===== src/rtl/usb_tx_pkg.sv =====
// Shared types and constants for the USB transmit sequencer.
package usb_tx_pkg;

    typedef enum logic [2:0] {
        ST_IDLE,
        ST_SYNC,
        ST_DATA,
        ST_EOP_SE0,
        ST_EOP_J
    } tx_state_t;

    localparam logic [7:0]  SYNC_BYTE    = 8'h80;
    localparam int unsigned EOP_SE0_BITS = 2;
    localparam int unsigned EOP_J_BITS   = 1;

endpackage


===== src/rtl/usb_tx_sequencer_bit_timer.sv =====
// USB bit-time divider: emits a one-cycle strobe every CLK_DIV enabled clocks.
module usb_bit_timer #(
    parameter int unsigned CLK_DIV = 4
) (
    input  logic clk_i,
    input  logic rst_i,
    input  logic clr_i,
    input  logic en_i,
    output logic clk12_o
);

    localparam int unsigned DW = (CLK_DIV > 1) ? $clog2(CLK_DIV) : 1;

    logic [DW-1:0] div_q, div_d;
    logic          wrap;

    assign wrap    = (div_q == DW'(CLK_DIV - 1));
    assign clk12_o = en_i && !clr_i && wrap;

    always_comb begin
        div_d = div_q;
        if (clr_i || !en_i) begin
            div_d = '0;
        end else if (wrap) begin
            div_d = '0;
        end else begin
            div_d = div_q + DW'(1);
        end
    end

    always_ff @(posedge clk_i or posedge rst_i) begin
        if (rst_i) begin
            div_q <= '0;
        end else begin
            div_q <= div_d;
        end
    end

endmodule


===== src/rtl/usb_tx_sequencer.sv =====
// USB transmit sequencer: SYNC + LSB-first bytes with bit stuffing, then EOP,
// presented to the NRZI encoder as registered per-slot controls.
module usb_tx_sequencer
    import usb_tx_pkg::*;
#(
    parameter int unsigned CLK_DIV     = 4,
    parameter int unsigned STUFF_LIMIT = 6
) (
    input  logic       clk,
    input  logic       rst,
    input  logic       tx_start,
    input  logic [7:0] tx_data,
    input  logic       tx_data_valid,
    input  logic       tx_last,
    output logic       tx_data_ready,
    output logic       clk12,
    output logic       serial_out,
    output logic       enc_en,
    output logic       bit_stuff_en,
    output logic       eop_en,
    output logic       eop_reset,
    output logic       bytecomplete,
    output logic       tx_busy,
    output logic       tx_done,
    output logic       tx_underrun
);

    localparam int unsigned OW = $clog2(STUFF_LIMIT + 1);

    tx_state_t      state_q, state_d;
    logic [7:0]     shift_q, shift_d;
    logic [2:0]     idx_q, idx_d;
    logic [OW-1:0]  ones_q, ones_d;
    logic           last_q, last_d;
    logic           stuff_q, stuff_d;
    logic [1:0]     eop_cnt_q, eop_cnt_d;
    logic           serial_q, serial_d;
    logic           enc_q, enc_d;
    logic           eop_en_q, eop_en_d;
    logic           eop_rst_q, eop_rst_d;
    logic           start_acc;
    logic           advance;

    assign start_acc = tx_start && (state_q == ST_IDLE);

    usb_bit_timer #(.CLK_DIV(CLK_DIV)) u_timer (
        .clk_i   (clk),
        .rst_i   (rst),
        .clr_i   (start_acc),
        .en_i    (state_q != ST_IDLE),
        .clk12_o (clk12)
    );

    assign serial_out   = serial_q;
    assign enc_en       = enc_q;
    assign bit_stuff_en = stuff_q;
    assign eop_en       = eop_en_q;
    assign eop_reset    = eop_rst_q;
    assign tx_busy      = (state_q != ST_IDLE);

    always_comb begin
        state_d       = state_q;
        shift_d       = shift_q;
        idx_d         = idx_q;
        ones_d        = ones_q;
        last_d        = last_q;
        stuff_d       = stuff_q;
        eop_cnt_d     = eop_cnt_q;
        serial_d      = serial_q;
        enc_d         = enc_q;
        eop_en_d      = eop_en_q;
        eop_rst_d     = eop_rst_q;
        advance       = 1'b0;
        tx_data_ready = 1'b0;
        bytecomplete  = 1'b0;
        tx_underrun   = 1'b0;
        tx_done       = 1'b0;

        case (state_q)
            ST_IDLE: begin
                if (tx_start) begin
                    state_d  = ST_SYNC;
                    shift_d  = SYNC_BYTE;
                    idx_d    = '0;
                    ones_d   = '0;
                    last_d   = 1'b0;
                    stuff_d  = 1'b0;
                    serial_d = SYNC_BYTE[0];
                    enc_d    = 1'b1;
                end
            end

            ST_SYNC, ST_DATA: begin
                if (clk12) begin
                    // A stuff slot defers the pending shift/boundary action to its own closing strobe.
                    if (stuff_q) begin
                        stuff_d = 1'b0;
                        ones_d  = '0;
                        advance = 1'b1;
                    end else if (shift_q[0] && (ones_q == OW'(STUFF_LIMIT - 1))) begin
                        stuff_d  = 1'b1;
                        ones_d   = '0;
                        serial_d = 1'b0;
                        enc_d    = 1'b0;
                    end else begin
                        ones_d  = shift_q[0] ? ones_q + OW'(1) : '0;
                        advance = 1'b1;
                    end

                    if (advance) begin
                        enc_d = 1'b1;
                        if (idx_q != 3'd7) begin
                            shift_d  = {1'b0, shift_q[7:1]};
                            idx_d    = idx_q + 3'd1;
                            serial_d = shift_q[1];
                        end else begin
                            bytecomplete = 1'b1;
                            if (!last_q && tx_data_valid) begin
                                tx_data_ready = 1'b1;
                                state_d       = ST_DATA;
                                shift_d       = tx_data;
                                last_d        = tx_last;
                                idx_d         = '0;
                                serial_d      = tx_data[0];
                            end else begin
                                tx_underrun = !last_q;
                                state_d     = ST_EOP_SE0;
                                eop_cnt_d   = '0;
                                serial_d    = 1'b1;
                                enc_d       = 1'b0;
                                eop_en_d    = 1'b1;
                            end
                        end
                    end
                end
            end

            ST_EOP_SE0: begin
                if (clk12) begin
                    if (eop_cnt_q == 2'(EOP_SE0_BITS - 1)) begin
                        state_d   = ST_EOP_J;
                        eop_cnt_d = '0;
                        eop_en_d  = 1'b0;
                        eop_rst_d = 1'b1;
                    end else begin
                        eop_cnt_d = eop_cnt_q + 2'd1;
                    end
                end
            end

            ST_EOP_J: begin
                if (clk12) begin
                    if (eop_cnt_q == 2'(EOP_J_BITS - 1)) begin
                        state_d   = ST_IDLE;
                        tx_done   = 1'b1;
                        eop_cnt_d = '0;
                        serial_d  = 1'b1;
                        eop_rst_d = 1'b0;
                    end else begin
                        eop_cnt_d = eop_cnt_q + 2'd1;
                    end
                end
            end

            default: state_d = ST_IDLE;
        endcase
    end

    always_ff @(posedge clk or posedge rst) begin
        if (rst) begin
            state_q   <= ST_IDLE;
            shift_q   <= '0;
            idx_q     <= '0;
            ones_q    <= '0;
            last_q    <= 1'b0;
            stuff_q   <= 1'b0;
            eop_cnt_q <= '0;
            serial_q  <= 1'b1;
            enc_q     <= 1'b0;
            eop_en_q  <= 1'b0;
            eop_rst_q <= 1'b0;
        end else begin
            state_q   <= state_d;
            shift_q   <= shift_d;
            idx_q     <= idx_d;
            ones_q    <= ones_d;
            last_q    <= last_d;
            stuff_q   <= stuff_d;
            eop_cnt_q <= eop_cnt_d;
            serial_q  <= serial_d;
            enc_q     <= enc_d;
            eop_en_q  <= eop_en_d;
            eop_rst_q <= eop_rst_d;
        end
    end

endmodule

===== config.mk =====
export PLATFORM = sky130hd
export DESIGN_NAME = usb_tx_sequencer
export DESIGN_NICKNAME = d
export VERILOG_FILES = /design/src/rtl/usb_tx_pkg.sv /design/src/rtl/usb_tx_sequencer_bit_timer.sv /design/src/rtl/usb_tx_sequencer.sv
export SDC_FILE = /design/constraint.sdc
export NUM_CORES = 1
export LEC_CHECK = 0
export ABC_AREA = 1
export BUFFER_PORTS_ARGS = -buffer_cell sky130_fd_sc_hd__buf_2
export CAP_MARGIN = 20
export CORE_ASPECT_RATIO = 1.4
export CORE_MARGIN = 2
export CORE_UTILIZATION = 45
export DETAILED_ROUTE_END_ITERATION = 10
export PLACE_DENSITY = 0.67
export SYNTH_ARGS = -nofsm -noshare
export SYNTH_HDL_FRONTEND = slang
export SYNTH_SLANG_ARGS = --single-unit
export TNS_END_PERCENT = 20

===== constraint.sdc =====
create_clock -name clk -period 2.05 [get_ports clk]
set_clock_uncertainty 0.1 [all_clocks]
set_input_delay 0.3075 -clock clk [delete_from_list [all_inputs] [get_ports clk]]
set_output_delay 0.3075 -clock clk [all_outputs]
set_load 0.01 [all_outputs]

== Word-level counts from Yosys, hierarchy flattened ==
Cells that the tools add are included.

* Output and inout port bits: 11
* Word-level logic and storage cells: 159
* Bits of input ports: 13
* Flip-flop bits (word level): 27

* Mux-type cells: 95
* $add $sub $neg: 4
* Reductions and logical operators: 27
* Equality and inequality tests: 21

{| class="wikitable"
|+ Operators by type and width
! kind !! count
|-
| $mux W1 || 52
|-
| $mux W3 || 17
|-
| $mux W8 || 5
|-
| $reduce_and A7 Y1 || 3
|-
| $mux W2 || 10
|-
| $ne A2 B2 Y1 const B || 10
|-
| $pmux W8 S2 || 1
|-
| $reduce_and A5 Y1 || 3
|-
| $ne A3 B3 Y1 const B || 4
|-
| $pmux W3 S2 || 2
|-
| $pmux W3 S4 || 1
|-
| $pmux W1 S2 || 5
|-
| $reduce_bool A3 Y1 || 3
|-
| $reduce_and A8 Y1 || 1
|-
| $add A3 B1 Y3 const B || 2
|-
| $eq A3 B2 Y1 const B || 2
|-
| $eq A3 B3 Y1 const B || 2
|-
| $pmux W2 S3 || 1
|-
| $reduce_and A6 Y1 || 1
|-
| $reduce_bool A2 Y1 || 3
|-
| $logic_and A1 B1 Y1 || 5
|-
| $add A2 B1 Y2 const B || 2
|-
| $eq A3 B1 Y1 const B || 1
|-
| $logic_not A1 Y1 || 3
|-
| other kinds (8) || 8
|}

== Longest topological paths before layout ==
Gate-level depths: netlist of the first run.

* Depth in word-level cells: 10
* Gate-level depth with buffers: 10
* Depth with buffers taken out: 10

== Hierarchy ==
Synthesis of the first run repeated with hierarchy kept, for this count alone.

* Cells, all modules: 227
* Area, all modules: 1709.1 um^2

{| class="wikitable"
|+ By module, submodules not included
! module !! seq. area each (um^2) !! times used !! cells an instance !! area an instance (um^2)
|-
| usb_tx_sequencer || 626.9 || 1 || 214 || 1604.0
|-
| usb_bit_timer || 50.0 || 1 || 13 || 105.1
|}

== Least setup slack after synthesis of the first run ==
No wires, ideal clock.

* Path kind: register to output
* Start point: register idx_q[0]
* End point: output port tx_underrun
* Buffers on the path: 1
* Setup slack: 198 ps
* Required time: 1642 ps
* Cell stages (with the launch flop): 6
* Data arrival time: 1445 ps
* Cell sequence: dfrtp_1 > ha_1 > ha_1 > clkbuf_1 > nand4_1 > nor3_1

* Word-level cells in the longest chain between the ends: 5

{| class="wikitable"
|+ RTL lines
! item !! line !! text
|-
| start, declared || usb_tx_sequencer.sv:32 || <nowiki>logic [2:0] idx_q, idx_d;</nowiki>
|-
| start signal, assigned || usb_tx_sequencer.sv:185 || <nowiki>idx_q <= idx_d;</nowiki>
|-
| $ne A3 B3 Y1 || usb_tx_sequencer.sv:112 || <nowiki>if (idx_q != 3'd7) begin</nowiki>
|-
| $mux W1 || usb_tx_sequencer.sv:112 ||
|-
| $mux W1 || usb_tx_sequencer.sv:110 || <nowiki>if (advance) begin</nowiki>
|-
| $mux W1 || usb_tx_sequencer.sv:94 || <nowiki>if (clk12) begin</nowiki>
|-
| $mux W1 || usb_tx_sequencer.sv:79 || <nowiki>case (state_q)</nowiki>
|-
| end, declared || usb_tx_sequencer.sv:25 || <nowiki>output logic tx_underrun</nowiki>
|}

Every way passes these cells.

== Final worst setup path of the first run ==
* Start point: register state_q[0]
* End point: output port bytecomplete

* Word-level cells in the longest chain between the ends: 7
* Elaborated cells between the ends (all ways): 11
* Those cells by class: eq/ne (2); mux (2); reduce/logical (7)

{| class="wikitable"
|+ RTL lines
! item !! line !! text
|-
| start, declared || usb_tx_sequencer.sv:30 || <nowiki>tx_state_t state_q, state_d;</nowiki>
|-
| start signal, assigned || usb_tx_sequencer.sv:183 || <nowiki>state_q <= state_d;</nowiki>
|-
| $logic_not A3 Y1 || usb_tx_sequencer.sv:44 || <nowiki>assign start_acc = tx_start && (state_q == ST_IDLE);</nowiki>
|-
| $logic_and A1 B1 Y1 || usb_tx_sequencer.sv:44 ||
|-
| $logic_not A1 Y1 || usb_tx_sequencer_bit_timer.sv:18 || <nowiki>assign clk12_o = en_i && !clr_i && wrap;</nowiki>
|-
| $logic_and A1 B1 Y1 (2 in series) || usb_tx_sequencer_bit_timer.sv:18 ||
|-
| $mux W1 || usb_tx_sequencer.sv:94 ||
|-
| $mux W1 (*) || usb_tx_sequencer.sv:79 ||
|-
| end, declared || usb_tx_sequencer.sv:22 || <nowiki>output logic bytecomplete,</nowiki>
|}

Mark *: on every way between the ends. The rest lies on a longest branch, timed or not.

==> flow_summary_export.csv, run 1 <==
group,metric,value,unit
status,status,"complete, no violations",
clock_network,h-tree-depth,1,
cells_and_area,fin_nets,280,
power_and_ir_drop,finalPower,2.361,mW
clock_network,cts_made_buffers,3,
cells_and_area,post_layout_nonfiller_instances,300,
global_routing,grt_max_degree,28,
synthesis,yosys.cell_count.top_type,"nand2_1",
place,place_congestion,0.9211,
synthesis,seq_area_frac_synth,39.23,%
global_routing,grt_pass1_vias,1440,
cells_and_area,fillers,340,
sta,final_hold_viol_count,0,
power_and_ir_drop,switchingPower,1.041,mW
global_routing,globalRouteTotalUtil,18.04,%
clock_network,cts-root-buf,"clkbuf_8",
power_and_ir_drop,p_comb_share,53.4,%
flow_run,cap_violations,0,
floorplan,die_area,4352,um2
synthesis,synthFlopType,"dfrtp_1",
synthesis,yosysWarnings,0,
power_and_ir_drop,p_per_area,1099,nW/um2
sta,fmax,500.6,MHz
power_and_ir_drop,irDropWorstVdd,0.0006704,V
detailed_routing,via_per_inst,5.043,
place,placed_cell_area,1882,um2
synthesis,synth_area_leaders,"dfrtp_1, nand2_1, ha_1",
detailed_routing,wl_per_cell,12.81,um
floorplan,die_h,77.27,um
floorplan,dieWidth,56.33,um
clock_network,cts_sinks,27,
detailed_routing,drt.antenna.violating_nets,0,
floorplan,io_pins,24,
synthesis,ys_ff_latch,27,
detailed_routing,drcViolationCount,0,
power_and_ir_drop,p_sw_share,44.09,%
place,port-buffer-count,23,
power_and_ir_drop,clock_power_share,12.8,%
clock_network,clock_latency,0.27,ns
sta,setup_viol,0,
power_and_ir_drop,p_seq_share,33.8,%
worst_hold_path,hold_path.class,"primary input to flip-flop",
clock_network,clockBufferDepth,2,
sta,timing.hold.ws,0.2166,ns
sta,period_share,97.45,%
synthesis,ys_types,26,
floorplan,core_area,3676,um2
synthesis,async_reset_ff_share,100.0,%
cells_and_area,drive_above_1_share,39.15,%
global_routing,grt-ovfl-total,0,
synthesis,ys_top_cells_by_count,"nand2_1, dfrtp_1, inv_1, nand2_2, nand3_1",
clock_network,cts.reportedPaths.clkPinSlew,0.09,ns
worst_setup_path,worstPathMaxFanout,5,
detailed_routing,drtIter0Drc,47,
sta,worst_pin_slew,0.3653,ns
synthesis,syn_area_per_cell,8.063,um2
worst_setup_path,worstSetupStartpointType,"flip-flop",
detailed_routing,postRouteWirelength,3843,um
sta,relSlewSlack,75.39,%
power_and_ir_drop,p_int,1.320,mW
detailed_routing,drtPass1Iterations,6,
cells_and_area,antenna_cells,0,
synthesis,synth_top_area_share,37.71,%
sta,fin_crit,1.998,ns
synthesis,synth_area,1725,um2
worst_setup_path,critPathRequiredTime,1.64,ns
place,dp_cells,278,
worst_setup_path,path_class,"flip-flop to output port",
synthesis,syn_nets,235,
floorplan,start_util,46.94,%
synthesis,synth_largest_area_cell,"dfrtp_1",
cells_and_area,post-route-cell-area,2148,um2
worst_setup_path,arrival,1.59,ns
sta,slew_violations,0,
synthesis,synthCells,214,
synthesis,synth-edff-count,0,
power_and_ir_drop,leakage,1.111,nW
detailed_routing,vias,1513,
cells_and_area,area_growth,24.51,%
global_routing,grt_first_pass_wirelength,6306,um
worst_setup_path,cp-end-kind,"output port",
global_routing,antenna_found_initial,0,
floorplan,num_rows,26,
clock_network,tritoncts,"done",
sta,rsz0062_at_grt,"true",
place,hpwl,2679,um
[per-layer routing]
| layer | up-vias | global-route usage [%] | routed length, um |
|---|---|---|---|
| met3 | 11 | 2.867 | 157 |
| met5 | - | 0 | 0 |
| li1 | 777 | - | - |
| met4 | 0 | 7.619 | 112 |
| met1 | 685 | 22.66 | 1626 |
| met2 | 40 | 30.35 | 1946 |
[layout make-up]
type / instances / area [um2] / area share, %
multi-input cells: 156 / 965.9 / 44.96
clock buffers: 4 / 45.04 / 2.097
flip-flops and latches: 27 / 680.7 / 31.68
repair buffers: 44 / 297.8 / 13.86
inverters: 27 / 106.4 / 4.950
well taps: 42 / 52.55 / 2.446
[state kept, by name (all words and copies together) (netlist names)]
register / cells
eop_cnt_q: 2
eop_en: 1
eop_reset: 1
u_timer.div_q: 2
state_q: 3
shift_q: 8
serial_out: 1
ones_q: 3
enc_en: 1
bit_stuff_en: 1
last_q: 1
idx_q: 3
[power groups by stage]
stage	clock (mW)	combinational, mW	sequential, mW
after floorplan	0	0.885	0.790
after global placement	0	1.06	0.792
after detailed placement	0	1.07	0.793
after CTS	0.316	1.12	0.786
after global routing	0.335	1.41	0.816
final	0.303	1.26	0.797
[layout by cell type, fill, tap and decap left out, types with 5 or more instances in the layout]
| cell | count |
|---|---|
| nand2_1 | 59 |
| dfrtp_1 | 23 |
| buf_2 | 22 |
| inv_1 | 21 |
| buf_4 | 18 |
| nand3_1 | 12 |
| o21ai_2 | 11 |
| nand2_2 | 10 |
| nor2_1 | 10 |
| nand4_1 | 8 |
| o21ai_0 | 7 |
| mux2_2 | 6 |
| nor2_4 | 6 |
| ha_1 | 5 |
[repair_timing]
item / in CTS / in global routing
pin swaps: 4 / 9
gates cloned: 0 / 0
hold buffers: 1 / 0
setup endpoints to repair: 4 / 4
endpoints found under the hold margin: 8 / 0
buffers inserted: 5 / 12
resized for setup: 4 / 15
[final timing paths]
path	depth (start not counted)	to	startpoint	slack [ns]
min reg2reg	2	eop_en	eop_en	0.37
max reg2reg	11	eop_en	state_q[0]	0.21
min	3	shift_q[7]	tx_data[7]	0.22
max in group asynchronous	4	serial_out	rst	1.02
max	8	bytecomplete	state_q[0]	0.05
min in group asynchronous	4	shift_q[2]	rst	0.53
[worst max-delay path: stages (launching register included)]
cell and delay [ns]:
dfrtp_2 0.47, nor2_4 0.19, nand2_4 0.09, inv_4 0.08
nor2_4 0.04, nand4_1 0.15, buf_4 0.16, inv_2 0.03
buf_6 0.11
[through the flow]
stage / utilization (%) / TNS, ns / setup WS, ns
floorplan: - / 0 / 0.1979
global placement: 51.19 / 0 / 0.1488
detailed placement: 51.19 / 0 / 0.1877
CTS: 53.88 / 0 / 0.009162
global route: 58.44 / -0.06537 / -0.03607
finish: 58.44 / 0 / 0.05223
[cell families after synthesis]
kind of cell	Yosys count	synth area share, %
AOI/OAI and AO/OA	26	10.08
xor gates and xnor gates	1	0.5077
adders and majority gates	8	5.802
buffers and inverters	31	7.831
DFF	27	39.23
muxes	6	3.916
and+or+nand+nor	115	32.63
(Power assumes the default switching activity.)
==> run 2, diff against run 1 <==
Clock period 2.05 ns to 2.3 ns, I/O delays scaled along.
==> run 2 against run 1 <==
  * Non-clock buffer count fell by 18
  * Routed wire length fell by 11%
  * Largest power group unchanged
  * Highest routed layer unchanged
  * Critical endpoint is now tx_underrun
  * Register-to-register slack improved by 0.25 ns
  * Critical path depth fell by 1
  * Sequential power fell by 12%
  * Design area fell by 10%
  * Clock-buffer cell count did not move
  * Worst setup slack improved by 0.12 ns
  * Cell count fell by 6.0%
==> flow_summary_export.csv, run 2 (synthesis results as in run 1) <==
group,metric,value,unit
sta,fin_crit,2.123,ns
sta,relSlewSlack,77.70,%
power_and_ir_drop,finalPower,1.916,mW
detailed_routing,postRouteWirelength,3436,um
sta,fmax,470.9,MHz
worst_setup_path,critPathRequiredTime,1.86,ns
clock_network,postCtsSetupRepairBufs,0,
detailed_routing,drcViolationCount,0,
sta,slew_violations,0,
floorplan,core_area,3676,um2
cells_and_area,area_growth,11.68,%
worst_setup_path,crit_slowest_cell,"dfrtp_1",
global_routing,grt-ovfl-total,0,
place,place_congestion,0.8795,
clock_network,cts.reportedPaths.clkPinSlew,0.09,ns
sta,worst_pin_slew,0.3310,ns
floorplan,die_h,77.27,um
floorplan,die_area,4352,um2
worst_setup_path,cpPeakStageDelay,0.47,ns
floorplan,io_pins,24,
place,port-buffer-count,23,
worst_setup_path,arrival,1.68,ns
detailed_routing,via_per_inst,5.067,
sta,setup_viol,0,
power_and_ir_drop,irDropWorstVdd,0.0007819,V
detailed_routing,drt.antenna.violating_nets,0,
power_and_ir_drop,leakage,1.018,nW
detailed_routing,drtIter0Drc,34,
clock_network,cts_sinks,27,
floorplan,dieWidth,56.33,um
clock_network,cts_made_buffers,3,
sta,final_hold_viol_count,0,
clock_network,cts-root-buf,"clkbuf_8",
place,hpwl,2710,um
sta,period_share,92.33,%
sta,tns,0,ns
clock_network,tritoncts,"done",
detailed_routing,wl_per_cell,12.18,um
floorplan,start_util,46.94,%
sta,timing.hold.ws,0.01152,ns
clock_network,ctsResizeCount,0,
cells_and_area,mostFrequentLayoutCell,"nand2_1",
place,dp_cells,278,
worst_setup_path,cp-end-kind,"output port",
place,dp_slack,0.4681,ns
worst_hold_path,hold_path.class,"primary input to asynchronous set/reset pin",
clock_network,h-tree-depth,1,
cells_and_area,mostFrequentLayoutCells,"nand2_1, dfrtp_1, inv_1, buf_2",
cells_and_area,post_layout_nonfiller_instances,282,
sta,rsz0062_at_grt,"false",
worst_setup_path,critPathMostFrequentCell,"inv_2",
detailed_routing,drtPass1Iterations,4,
cells_and_area,top_register,"shift_q",
cells_and_area,post-route-cell-area,1927,um2
sta,setup_slack,0.1765,ns
clock_network,clock_latency,0.27,ns
clock_network,clockBufferDepth,2,
floorplan,num_rows,26,
worst_setup_path,worstPathMaxFanout,6,
worst_setup_path,crit_buf_inv,3,
cells_and_area,fin_util,52.42,%
power_and_ir_drop,p_per_area,994.5,nW/um2
cells_and_area,drive_above_1_share,31.25,%
cells_and_area,fin_nets,262,
worst_setup_path,path_class,"flip-flop to output port",
global_routing,grt_first_pass_wirelength,6223,um
worst_setup_path,worstSetupStartpointType,"flip-flop",
worst_setup_path,crit_family,"simple AND/OR/NAND/NOR gates",
worst_setup_path,crit_chain,"inv_2, nand2_4, inv_2, nor2_2, nand4_1, nor3_1, buf_2",
global_routing,globalRouteTotalUtil,17.83,%
global_routing,grt_pass1_vias,1381,
global_routing,antenna_found_initial,0,
detailed_routing,vias,1429,
status,status,"complete, no violations",
place,placed_cell_area,1882,um2
cells_and_area,largest_reg_flops,8,
flow_run,cap_violations,0,
clock_network,ctsHoldBuffers,0,
global_routing,grt_max_degree,28,
cells_and_area,antenna_cells,0,
==> run 2: path summary, 6_finish.rpt <==
| path | to | from | cells past startpoint | slack, ns |
|---|---|---|---|---|
| worst max register to register | shift_q[3] | idx_q[0] | 8 | 0.46 |
| worst max-delay path | tx_underrun | state_q[2] | 7 | 0.18 |
| min in group clk | shift_q[7] | tx_data[7] | 3 | 0.26 |
| worst min register to register | u_timer.div_q[0] | u_timer.div_q[0] | 1 | 0.35 |
| worst min-delay path | state_q[2] | rst | 3 | 0.01 |
| max in group asynchronous | serial_out | rst | 3 | 1.79 |
==> run 2: metal layers <==
metal / part of all wire [%] / wire length [um] / track usage (%)
met1: 46 / 1568 / 23.20
met2: 49 / 1679 / 29.53
met3: 3.5 / 121 / 2.361
met4: 1.9 / 66 / 7.381
met5: 0 / 0 / 0
==> run 2: report_power, final <==
part | internal, mW | switching, mW | total, mW
Clock | 0.124 | 0.145 | 0.269
Sequential | 0.606 | 0.0925 | 0.698
Combinational | 0.330 | 0.618 | 0.949
==> run 2: area by class of cell <==
cell class	count	area [um2]
Clock buffer	4	45.04
Sequential cell	27	676.9
Fill cell	367	1749
Tap cell	42	52.55
Multi-Input combinational cell	156	913.4
Inverter	27	101.3
Timing Repair Buffer	26	137.6
==> run 2: tightest hold or removal path: cells and delay by family <==
kind | cells | cell delay (ns)
buf+inv | 3 | 0.44
